==> src/rtl/serial_frame_tx.sv <==
// Serial frame transmitter: shifts out start bit, port, payload length and payload,
// then a mandatory stop bit, advancing one bit per clkEn period.
module serial_frame_tx #(
    parameter int PORT_W = 2,
    parameter int LEN_W  = 4,
    parameter int DATA_W = 15
) (
    input  logic              clk,
    input  logic              rst,
    input  logic              clkEn,
    input  logic              start,
    input  logic [PORT_W-1:0] portIn,
    input  logic [LEN_W-1:0]  lenIn,
    input  logic [DATA_W-1:0] dataIn,
    output logic              serOut,
    output logic              ready,
    output logic              busy,
    output logic              done,
    output logic [LEN_W-1:0]  bitsLeft
);

    localparam int FW    = (PORT_W > LEN_W) ? PORT_W : LEN_W;
    localparam int CNT_W = $clog2(FW) + 1;

    typedef enum logic [2:0] {IDLE, START, PORT, LEN, DATA, STOP} state_t;

    state_t             state, stateNext;
    logic [PORT_W-1:0]  portSh, portShNext;
    logic [LEN_W-1:0]   lenSh, lenShNext;
    logic [DATA_W-1:0]  dataSh, dataShNext;
    logic [CNT_W-1:0]   cnt, cntNext;
    logic               serNext, readyNext, busyNext, doneNext;
    logic [LEN_W-1:0]   bitsLeftNext;

    // State and every output are registered; the next values come from the FSM below.
    always_ff @(posedge clk or negedge rst) begin
        if (!rst) begin
            state    <= IDLE;
            portSh   <= '0;
            lenSh    <= '0;
            dataSh   <= '0;
            cnt      <= '0;
            serOut   <= 1'b1;
            ready    <= 1'b1;
            busy     <= 1'b0;
            done     <= 1'b0;
            bitsLeft <= '0;
        end else begin
            state    <= stateNext;
            portSh   <= portShNext;
            lenSh    <= lenShNext;
            dataSh   <= dataShNext;
            cnt      <= cntNext;
            serOut   <= serNext;
            ready    <= readyNext;
            busy     <= busyNext;
            done     <= doneNext;
            bitsLeft <= bitsLeftNext;
        end
    end

    // Each clkEn edge drives the next bit; done clears on any edge so it is one clk wide.
    always_comb begin
        stateNext    = state;
        portShNext   = portSh;
        lenShNext    = lenSh;
        dataShNext   = dataSh;
        cntNext      = cnt;
        serNext      = serOut;
        readyNext    = ready;
        busyNext     = busy;
        doneNext     = 1'b0;
        bitsLeftNext = bitsLeft;

        if (clkEn) begin
            case (state)
                IDLE: begin
                    if (start) begin
                        stateNext    = START;
                        portShNext   = portIn;
                        lenShNext    = lenIn;
                        dataShNext   = dataIn;
                        cntNext      = '0;
                        serNext      = 1'b0;
                        readyNext    = 1'b0;
                        busyNext     = 1'b1;
                        bitsLeftNext = lenIn;
                    end
                end
                START: begin
                    stateNext  = PORT;
                    serNext    = portSh[PORT_W-1];
                    portShNext = portSh << 1;
                    cntNext    = '0;
                end
                PORT: begin
                    if (cnt == CNT_W'(PORT_W - 1)) begin
                        stateNext = LEN;
                        serNext   = lenSh[LEN_W-1];
                        lenShNext = lenSh << 1;
                        cntNext   = '0;
                    end else begin
                        serNext    = portSh[PORT_W-1];
                        portShNext = portSh << 1;
                        cntNext    = cnt + 1'b1;
                    end
                end
                LEN: begin
                    // bitsLeft still holds the captured length until DATA starts.
                    if (cnt == CNT_W'(LEN_W - 1)) begin
                        if (bitsLeft != '0) begin
                            stateNext    = DATA;
                            serNext      = dataSh[0];
                            dataShNext   = dataSh >> 1;
                            bitsLeftNext = bitsLeft - 1'b1;
                        end else begin
                            stateNext = STOP;
                            serNext   = 1'b1;
                        end
                    end else begin
                        serNext   = lenSh[LEN_W-1];
                        lenShNext = lenSh << 1;
                        cntNext   = cnt + 1'b1;
                    end
                end
                DATA: begin
                    if (bitsLeft == '0) begin
                        stateNext = STOP;
                        serNext   = 1'b1;
                    end else begin
                        serNext      = dataSh[0];
                        dataShNext   = dataSh >> 1;
                        bitsLeftNext = bitsLeft - 1'b1;
                    end
                end
                STOP: begin
                    stateNext = IDLE;
                    serNext   = 1'b1;
                    readyNext = 1'b1;
                    busyNext  = 1'b0;
                    doneNext  = 1'b1;
                end
                default: begin
                    stateNext = IDLE;
                    serNext   = 1'b1;
                    readyNext = 1'b1;
                    busyNext  = 1'b0;
                end
            endcase
        end
    end

endmodule

==> config.mk <==
export PLATFORM = sky130hd
export DESIGN_NAME = serial_frame_tx
export DESIGN_NICKNAME = d
export VERILOG_FILES = /design/src/rtl/serial_frame_tx.sv
export SDC_FILE = /design/constraint.sdc
export NUM_CORES = 1
export LEC_CHECK = 0
export CORE_MARGIN = 1
export CORE_UTILIZATION = 58
export CTS_CLUSTER_DIAMETER = 50
export DETAILED_ROUTE_END_ITERATION = 16
export HOLD_SLACK_MARGIN = 0.12
export PLACE_DENSITY = 0.85
export SLEW_MARGIN = 20
export SYNTH_ARGS = -nofsm -noshare
export SYNTH_HDL_FRONTEND = slang
export SYNTH_SLANG_ARGS = --single-unit
==> constraint.sdc <==
create_clock -name clk -period 3.7 [get_ports clk]
set_input_delay 0.74 -clock clk [delete_from_list [all_inputs] [get_ports clk]]
set_output_delay 0.74 -clock clk [all_outputs]
set_load 0.005 [all_outputs]
==> results.md <==
* Outcome: complete, no violations
* Yosys reg bits at 35
* Yosys cell types at 49
* Overflow after GRT at 0
* RSZ-0062 raised after global routing: false
* Setup bufs post-CTS at 0
* Gate Count Post-Synth at 200
* Cell taking the most area after synthesis: dfrtp_1
* Cells on Worst Hold Path at 2
* Post-route cell area at 2500 um2
* Placed Area at 2400 um2
* Initial DRC count at 87
* Share of cells above drive strength 1 at 15.2%
* Layout filler cell count at 257
* Setup violators final at 0
* Die Wd at 62.3 um
* Fmax at 0.416 GHz
* Post-synthesis mux area share at 11.8%
* Setup crit end kind: flop
* # DRC at 0
* CTS buffer count at 5
* Sequential share of the synthesized area at 41.7%
* Simple-gate portion of the synthesized area at 13.9%
* Cell count of the worst reg-to-reg path at 4
* Setup CP Type: flop to flop
* Routability cong. at 0.855
* Hold Slack at 0.477 ns
* Clk buf depth at 2
* Die Ht at 62.3 um
* GRT Overall Usage at 23.4%
* CP Max Fanout at 19
* Clock slew at reported path FFs at 0.11 ns
* Placed insts at 268
* Clock sink total at 35
* Clk network pwr share at 17.9%
* Combinational power share at 45.8%
* Pwr dens at 774 nW/um2
* WP data required at 3.95 ns
* Slew Limit Headroom at 42.1%
* Part of the cycle the worst path needs at 65.0%
* Largest net degree at the start of global routing at 36
* Initial antenna violation count at 0
* Count of hold-fix buffers inserted at cts at 0
* Synth Area in Adders at 2.37%
* Leading register cell type out of synthesis: dfrtp_1
* Area grow syn2layout at 18.5%
* Slew Limit Fails at 0
* H-tree levels at 2
* Synth Area in Compound Gates at 23.6%
* Worst R2R Start: state[1]$_DFFE_PN0P_
* Endpoints failing hold at 0
* Ys Warns at 0
* Largest family of logic cells by synthesized area: compound AO/OA/AOI/OAI gates
* Syn Std Cell Area at 2110 um2
* Async SR Flop Fraction at 100%
* Leakage at 1.12 nW
* Setup WS pre-CTS at 1.09 ns
* Final cell count without fillers at 276
* Switching share of total power at 39.4%
* Max-cap violations at 0
* DIE AREA at 3880 um2
* Sequential power share at 36.4%
* Max VDD drop at 0.447 mV
* Post-CTS sizing at 0
* Final min period at 2.40 ns
* Int Pwr at 1.17 mW
* Worst Clk Skew at 0.00745 ns
* Setup ws final at 1.30 ns
* Vias/cell at 6.01
* CTS tree: yes
* Core Area at 3420 um2
* Post-DP HPWL at 3050 um
* Worst-margin pin slew at 0.867 ns
* Post-synth top area share at 39.2%
* Vias in the first global route at 1,506
* Post-synth EDFFs at 0
* Net count, final at 258
* Vias at 1,659
* Sw power at 0.762 mW
* Final setup TNS at 0 ns
* Synth Net Count at 229
* Startpoint Class: flop
* Port buffer count at 32
* Std cell rows at 21
* Hold Path Origin: ready$_DFFE_PN1P_
* Synth Area in XOR/XNOR at 0%
* IO Count at 33
* Starting density of the core at 61.7%
* Syn_area_per_cell at 10.5 um2
* Antenna diode count at 0
* Data arrival, critical path at 2.65 ns
* ANT nets after route at 0
* Hold Crit Class: flop to flop
* WL/cell at 15.6 um
* DR pass1 iterations at 4
* CTS Root Cell: clkbuf_4
* Ranking of synthesized cells by area: dfrtp_1 39%, mux2i_1 8.1%, o21ai_0 6.4%
* First-pass GRT wire length at 7040 um
* Crit path from: state[1]$_DFFE_PN0P_
* Detailed Route WL at 4300 um
* Skew-Pair Late Insertion Delay at 0.35 ns
[synth_stat cells, types with 3 or more instances]
library cell  count
mux2_2            6
nand3_1           3
nand2_1          10
nor3b_1           3
buf_2             3
o2bb2ai_1         3
nand2b_1          3
o21ai_1           8
dfrtp_1          33
buf_6             5
o211ai_1          3
inv_1             9
ha_1              4
nor2b_1           6
and3_1            4
mux2i_1          17
a21oi_1           4
o21ai_2           8
o21ai_0          27
nor2_1            6
[state kept, by name, indices dropped and copies added (netlist names), 2 cells and up]
register / count
state: 3
portSh: 2
dataSh: 15
bitsLeft: 4
cnt: 3
lenSh: 4
[metrics by stage]
stage | total power [mW] | util, %
after floorplan | 1.41 | -
after global placement | 1.53 | 70.1
final | 1.93 | 73.1
after detailed placement | 1.59 | 70.1
after global routing | 2.06 | 73.1
after CTS | 1.93 | 73.1
[critical path, cell delays in order (launching register included)]
cell	delay, ns
dfrtp_1	0.65
nor2b_1	0.76
a32o_2	0.41
nand2_8	0.14
mux2_1	0.33
[logic make-up (layout without fill, tap and decap cells)]
kind of cell,after synthesis,after routing
AO/OA/AOI/OAI,68,68
adder cells (fa/ha/maj),4,4
buffers and inverters,21,51
flip-flops,35,35
multiplexers,24,24
AND/OR/NAND/NOR,48,48
[final cells by class]
class	count	area [um2]	share of cell area, %
clock inverter	2	60.1	2.40
sequential	35	878	35.2
tap	46	57.6	2.30
inverter	9	33.8	1.35
clock buffer	6	41.3	1.65
multi-input combinational	144	1090	43.7
timing repair buffer	34	335	13.4
[layer usage]
layer | GRT usage (%) | up-vias | routed length, um
met4 | 8.43 | 0 | 63
met3 | 5.70 | 7 | 205
met2 | 37.0 | 46 | 2120
met1 | 31.2 | 815 | 1910
li1 | - | 791 | -
met5 | 0 | - | 0
[worst paths after layout]
path,endpoint,slack [ns]
min in group asynchronous,portSh[1]$_DFFE_PN0P_,0.80
min reg2reg,ready$_DFFE_PN1P_,0.48
max,bitsLeft[1]$_DFFE_PN0P_,1.30
min,ready$_DFFE_PN1P_,0.48
max in group asynchronous,ready$_DFFE_PN1P_,2.56
max reg2reg,bitsLeft[1]$_DFFE_PN0P_,1.30
[placed cells by master, fill, tap and decap left out, drive strengths merged, types with 3 or more instances in the layout]
master	instances
a21oi	5
and3	4
clkbuf	6
clkdlybuf4s50	32
dfrtp	33
ha	4
inv	9
mux2	7
mux2i	17
nand2	11
nand2b	3
nand3	4
nor2	6
nor2b	6
nor3b	3
o211ai	3
o21ai	43
o2bb2ai	3
[power by group through the flow]
stage	sequential (mW)	clock (mW)	combinational [mW]
after floorplan	0.632	0	0.773
after global placement	0.693	0	0.842
after detailed placement	0.706	0	0.882
after CTS	0.699	0.351	0.885
after global routing	0.724	0.363	0.970
final	0.703	0.345	0.885
No activity file was read; power rests on OpenSTA's default activity.
